### config.mk
export PLATFORM = sky130hd
export DESIGN_NAME = fpro_mmio_initiator
export DESIGN_NICKNAME = d
export VERILOG_FILES = /design/src/rtl/fpro_init_pkg.sv /design/src/rtl/fpro_mmio_initiator.sv
export SDC_FILE = /design/constraint.sdc
export NUM_CORES = 1
export LEC_CHECK = 0
export CAP_MARGIN = 15
export CORE_UTILIZATION = 42
export DETAILED_ROUTE_END_ITERATION = 8
export PLACE_DENSITY = 0.81
export SETUP_SLACK_MARGIN = 0.4
export SKIP_CTS_REPAIR_TIMING = 1
export SLEW_MARGIN = 20
export SYNTH_ARGS = -nofsm -noshare
export SYNTH_HDL_FRONTEND = slang
export SYNTH_SLANG_ARGS = --single-unit
### constraint.sdc
create_clock -name clk -period 2.2 [get_ports clk]
set_input_delay 0.55 -clock clk [delete_from_list [all_inputs] [get_ports clk]]
set_output_delay 0.55 -clock clk [all_outputs]
set_load 0.01 [all_outputs]
### src/rtl/fpro_init_pkg.sv
// ============================================================================
//  Package     : fpro_init_pkg
//  Description : Shared types and constants for the FPro MMIO initiator.
//  Revision    : 1.0 - initial release
// ============================================================================
`default_nettype none

package fpro_init_pkg;

  localparam int FPRO_ADDR_W = 21;
  localparam int FPRO_DATA_W = 32;

  localparam logic OP_RD = 1'b0;
  localparam logic OP_WR = 1'b1;

  typedef enum logic [1:0] {
    ST_IDLE  = 2'd0,
    ST_ISSUE = 2'd1,
    ST_RESP  = 2'd2
  } state_e;

endpackage

`default_nettype wire

### src/rtl/fpro_mmio_initiator.sv
// ============================================================================
//  Module      : fpro_mmio_initiator
//  Description : Command-driven FPro MMIO bus master with read/write bursts.
//                Macro FPRO_INIT_BURST_EN enables multi-beat commands.
//  Revision    : 1.0 - initial release
// ============================================================================
`default_nettype none

module fpro_mmio_initiator
  import fpro_init_pkg::*;
#(
  parameter int ADDR_W = FPRO_ADDR_W,
  parameter int DATA_W = FPRO_DATA_W
) (
  input  logic              clk,
  input  logic              reset,
  input  logic              cmd_valid,
  output logic              cmd_ready,
  input  logic              cmd_wr,
  input  logic [ADDR_W-1:0] cmd_addr,
  input  logic [DATA_W-1:0] cmd_wdata,
  input  logic [7:0]        cmd_len,
  output logic              rsp_valid,
  input  logic              rsp_ready,
  output logic [DATA_W-1:0] rsp_rdata,
  output logic              rsp_last,
  output logic              mmio_cs,
  output logic              mmio_wr,
  output logic              mmio_rd,
  output logic [ADDR_W-1:0] mmio_addr,
  output logic [DATA_W-1:0] mmio_wr_data,
  input  logic [DATA_W-1:0] mmio_rd_data,
  output logic              busy
);

  state_e            state_q, state_d;
  logic              wr_q, wr_d;
  logic [ADDR_W-1:0] addr_q, addr_d;
  logic [DATA_W-1:0] wdata_q, wdata_d;
  logic [DATA_W-1:0] rdata_q, rdata_d;
  logic              last_q, last_d;
  logic              final_beat;

`ifdef FPRO_INIT_BURST_EN
  logic [7:0] cnt_q, cnt_d;
  assign final_beat = (cnt_q == 8'd0);
`else
  // Single-beat build: the length field is accepted but has no effect.
  logic unused_len;
  assign unused_len = ^cmd_len;
  assign final_beat = 1'b1;
`endif

  always_comb begin
    state_d = state_q;
    wr_d    = wr_q;
    addr_d  = addr_q;
    wdata_d = wdata_q;
    rdata_d = rdata_q;
    last_d  = last_q;
`ifdef FPRO_INIT_BURST_EN
    cnt_d   = cnt_q;
`endif
    case (state_q)
      ST_IDLE: begin
        if (cmd_valid) begin
          state_d = ST_ISSUE;
          wr_d    = cmd_wr;
          addr_d  = cmd_addr;
          wdata_d = (cmd_wr == OP_WR) ? cmd_wdata : '0;
`ifdef FPRO_INIT_BURST_EN
          cnt_d   = cmd_len;
`endif
        end
      end
      ST_ISSUE: begin
        if (wr_q == OP_WR) begin
          // Writes stream without per-beat responses; one response at the end.
          if (final_beat) begin
            state_d = ST_RESP;
            rdata_d = '0;
            last_d  = 1'b1;
          end else begin
            addr_d  = addr_q + ADDR_W'(1);
`ifdef FPRO_INIT_BURST_EN
            cnt_d   = cnt_q - 8'd1;
`endif
          end
        end else begin
          state_d = ST_RESP;
          rdata_d = mmio_rd_data;
          last_d  = final_beat;
        end
      end
      ST_RESP: begin
        if (rsp_ready) begin
          if (last_q) begin
            state_d = ST_IDLE;
          end else begin
            state_d = ST_ISSUE;
            addr_d  = addr_q + ADDR_W'(1);
`ifdef FPRO_INIT_BURST_EN
            cnt_d   = cnt_q - 8'd1;
`endif
          end
        end
      end
      default: state_d = ST_IDLE;
    endcase
  end

  always_ff @(posedge clk) begin
    if (!reset) begin
      state_q <= ST_IDLE;
      wr_q    <= OP_RD;
      addr_q  <= '0;
      wdata_q <= '0;
      rdata_q <= '0;
      last_q  <= 1'b0;
`ifdef FPRO_INIT_BURST_EN
      cnt_q   <= 8'd0;
`endif
    end else begin
      state_q <= state_d;
      wr_q    <= wr_d;
      addr_q  <= addr_d;
      wdata_q <= wdata_d;
      rdata_q <= rdata_d;
      last_q  <= last_d;
`ifdef FPRO_INIT_BURST_EN
      cnt_q   <= cnt_d;
`endif
    end
  end

  assign cmd_ready    = (state_q == ST_IDLE);
  assign busy         = (state_q != ST_IDLE);
  assign mmio_cs      = (state_q == ST_ISSUE);
  assign mmio_wr      = (state_q == ST_ISSUE) && (wr_q == OP_WR);
  assign mmio_rd      = (state_q == ST_ISSUE) && (wr_q == OP_RD);
  assign mmio_addr    = addr_q;
  assign mmio_wr_data = (state_q == ST_ISSUE) ? wdata_q : '0;
  assign rsp_valid    = (state_q == ST_RESP);
  assign rsp_rdata    = rdata_q;
  assign rsp_last     = last_q;

endmodule

`default_nettype wire

==> run_results.csv, run 1 <==
group,metric,value,unit
hold_path,hold_path.class,"reg2reg",
hold_path,min_path_cells,2,
global_route,grt_most_used_layer,"met2",
die,die_w,101.5,µm
synthesis,syn_nets,627,
global_route,grt_use_met2,43.45,%
sta,setup_violations,0,
pwr,p_leak,3.382,nW
placed_design,dp_hpwl,9457,µm
synthesis,ys_types,51,
synthesis,yosys_warnings,0,
synthesis,syn-cell-area,4161,µm²
clock_network,clock_sinks,89,
sta,final_max_slew_viol_count,0,
clock_network,cts-root-buf,"clkbuf_8",
sta,worst_slack,0.2583,ns
cells_and_area,antenna_cells,0,
worst_setup_path,worst_path_max_delay_cell,"dfxtp_2",
global_route,overflow,0,
clock_network,clk_path_buf_depth,2,
worst_setup_path,worstPathMaxFanout,5,
synthesis,avgSynthCellArea,7.882,µm²
placed_design,io_buffers,181,
synthesis,ys_async_sr_fraction,0,%
global_route,grt_pass1_wl,20760,µm
global_route,grtUsageMet1,30.38,%
synthesis,synth_most_common_cell,"dfxtp_1",
detailed_routing,wl_per_cell,16.93,µm
synthesis,synth_top_area_share,42.81,%
synthesis,yosysTopAreaCell,"dfxtp_1",
global_route,use_met3,6.418,%
hold_path,worstHoldEndpoint,"wdata_q[11]",
worst_setup_path,start_kind,"flip-flop",
worst_setup_path,r2r_setup_slack,0.46,ns
synthesis,synth_cells,528,
cells_and_area,final_nets,812,
clock_network,htreeDepth,3,
placed_design,routabilityCongestion,0.8943,
synthesis,ys_seq_area_share,42.81,%
detailed_routing,detail_route.wirelength,14340,µm
worst_setup_path,cp.required,1.65,ns
sta,fmax,515.0,MHz
synthesis,synth_edf_count,0,
worst_setup_path,cp_num_buf_inv,4,
detailed_routing,ant_nets,0,
worst_setup_path,crit_top_cell,"buf_6",
global_route,antenna_found_initial,0,
sta,fin_crit_sh,88.26,%
global_route,grt_usage,25.30,%
sta,hold_viol,0,
cells_and_area,finalInstanceArea,6746,µm²
detailed_routing,vias,4663,
outcome,status,"complete, no violations",
sta,fin_crit,1.942,ns
worst_setup_path,worstSetupPathType,"reg2out",
worst_setup_path,reg2reg_depth,4,
placed_design,dp_slack,-0.1271,ns
worst_setup_path,arrival,1.39,ns
pwr,vdd_ir_drop_max,291.2,µV
synthesis,synth.area.top_cells,"dfxtp_1 (43%), a21oi_1 (9.5%), nand2_1 (7.4%)",
flow_run,cap_viol_max_count,0,
cells_and_area,post_route_cells_drive_above_1_share,21.03,%
worst_setup_path,worstSetupEndpointType,"output port",
sta,worst_pin_slew,0.4141,ns
die,ioPinCount,190,
die,rows,35,
worst_setup_path,r2r-start,"mmio_addr[2]",
sta,tns,0,ns
die,die-area,10310,µm²
synthesis,synth_ff_type,"dfxtp_1",
sta,rsz0062_at_grt,"yes",
global_route,grt_max_degree,42,
die,chipHeight,101.5,µm
placed_design,dpl.cell_count,821,
clock_network,cts_buffers,9,
cells_and_area,final_cells,847,
clock_network,path_clk_slew,0.09,ns
detailed_routing,route.detailed.drc,0,
global_route,grt_pass1_vias,4433,
hold_path,hp-start,"wdata_q[11]",
cells_and_area,final_core_util,71.65,%
sta,fin_skew,0.01281,ns
die,start_util,44.20,%
detailed_routing,drtIter0Drc,318,
detailed_routing,routed_via_density,5.505,
clock_network,cts_tree,"built",
worst_setup_path,crit_family,"buffers and inverters",
placed_design,dpl_cell_area,6191,µm²
worst_setup_path,max_stage_delay,0.33,ns
detailed_routing,drtPass1Iterations,5,
sta,relSlewSlack,72.14,%
worst_setup_path,r2r_end,"mmio_addr[13]",
synthesis,ys_top_cells_by_count,"dfxtp_1 (89), nand2_1 (82), a21oi_1 (79)",
worst_setup_path,path_cells,"nand2b_4, inv_8, buf_6, clkbuf_16, and2_4, buf_6",
clock_network,insertion_delay,0.35,ns
pwr,power_density,569.9,nW/µm²
die,design.core.area,9415,µm²
cells_and_area,syn_to_final_growth,62.12,%
synthesis,ys_ff_latch,89,
==> tightest hold or removal path, stage by stage, from the launching register on <==
cell,delay [ns]
dfxtp_1,0.32
nand2_1,0.05
a21oi_1,0.05
==> cells by family after synthesis <==
group                    after synthesis  share of synthesized area [%]
AO/OA/AOI/OAI                        126                          17.47
adder cells (fa/ha/maj)                1                         0.3006
buffers and inverters                 51                          5.352
flip-flops                            89                          42.81
multiplexers                           1                         0.2706
AND/OR/NAND/NOR                      260                          33.79
==> registers in the layout, summed over array words and instances, names as in the netlist <==
register	count
rsp_rdata	32
wdata_q	32
mmio_addr	21
state_q	2
rsp_last	1
wr_q	1
==> report_power, final <==
group | leakage, nW | switching [mW] | internal (mW)
Combinational | 2.54 | 0.400 | 0.467
Clock | 0.103 | 0.629 | 0.547
Sequential | 0.737 | 0.0921 | 1.71
Total | 3.38 | 1.12 | 2.72
==> per-stage QoR <==
| stage | total power, mW | hold WS (ns) |
|---|---|---|
| 2_1_floorplan | 2.177 | 0.4273 |
| 3_3_place_gp | 2.618 | 0.4339 |
| 3_5_place_dp | 2.642 | 0.4416 |
| 4_1_cts | 3.812 | 0.4532 |
| 5_1_grt | 4.017 | 0.4720 |
| 6_report | 3.845 | 0.4507 |
==> cell type report <==
cell class | instances | area, µm²
repair buffers | 220 | 2257
multi-input cells | 388 | 2260
flip-flops and latches | 89 | 1829
inverters | 5 | 26.28
clock buffers | 9 | 123.9
well taps | 129 | 161.4
fillers | 747 | 2669
clock inverters | 7 | 88.84
==> worst max path at each step <==
| stage | start | to | slack, ns | depth (start not counted) |
|---|---|---|---|---|
| CTS | state_q[1] | mmio_wr_data[25] | -0.19 | 5 |
| finish | state_q[1] | mmio_wr_data[26] | 0.26 | 6 |
| global route | state_q[1] | mmio_wr_data[17] | 0.19 | 6 |
| global placement | cmd_valid | mmio_addr[0] | -0.1 | 7 |
| floorplan | state_q[1] | mmio_wr_data[10] | 0.39 | 6 |
| detailed placement | cmd_valid | mmio_addr[17] | -0.13 | 7 |
==> placed cells by master, fill, tap and decap left out, types with 3 or more instances in the layout <==
| cell type | n |
|---|---|
| and2_1 | 28 |
| dlymetal6s2s_1 | 57 |
| and2_4 | 13 |
| buf_4 | 28 |
| nand3_1 | 43 |
| buf_12 | 4 |
| a31oi_1 | 7 |
| buf_2 | 20 |
| and4_1 | 4 |
| a22o_1 | 4 |
| inv_2 | 3 |
| a32o_1 | 3 |
| clkdlybuf4s50_1 | 87 |
| dfxtp_2 | 14 |
| nand4_1 | 11 |
| and3_1 | 3 |
| nand2_1 | 81 |
| nor4_1 | 4 |
| dfxtp_1 | 67 |
| clkbuf_8 | 9 |
| o21ai_0 | 14 |
| nand3b_1 | 34 |
| clkbuf_2 | 3 |
| nor2_1 | 11 |
| nor3_1 | 9 |
| a21oi_1 | 79 |
| buf_6 | 18 |
| dfxtp_4 | 8 |
==> metal layers <==
| layer | routed length [µm] | up-vias |
|---|---|---|
| li1 | - | 2229 |
| met1 | 5792 | 2182 |
| met2 | 7060 | 223 |
| met3 | 1194 | 29 |
| met4 | 295 | 0 |
| met5 | 0 | - |
Note: power is estimated with default switching activity, not from simulation.
==> run 2, diff against run 1 <==
- CTS_CLUSTER_SIZE: default -> 24
==> results of run 2 <==
No change in the layout: final DEF, timing and power equal those of run 1.
==> run 3, diff against run 2 <==
- CTS_CLUSTER_DIAMETER: default -> 60
==> results of run 3 <==
No change in the layout: final DEF, timing and power equal those of run 1.
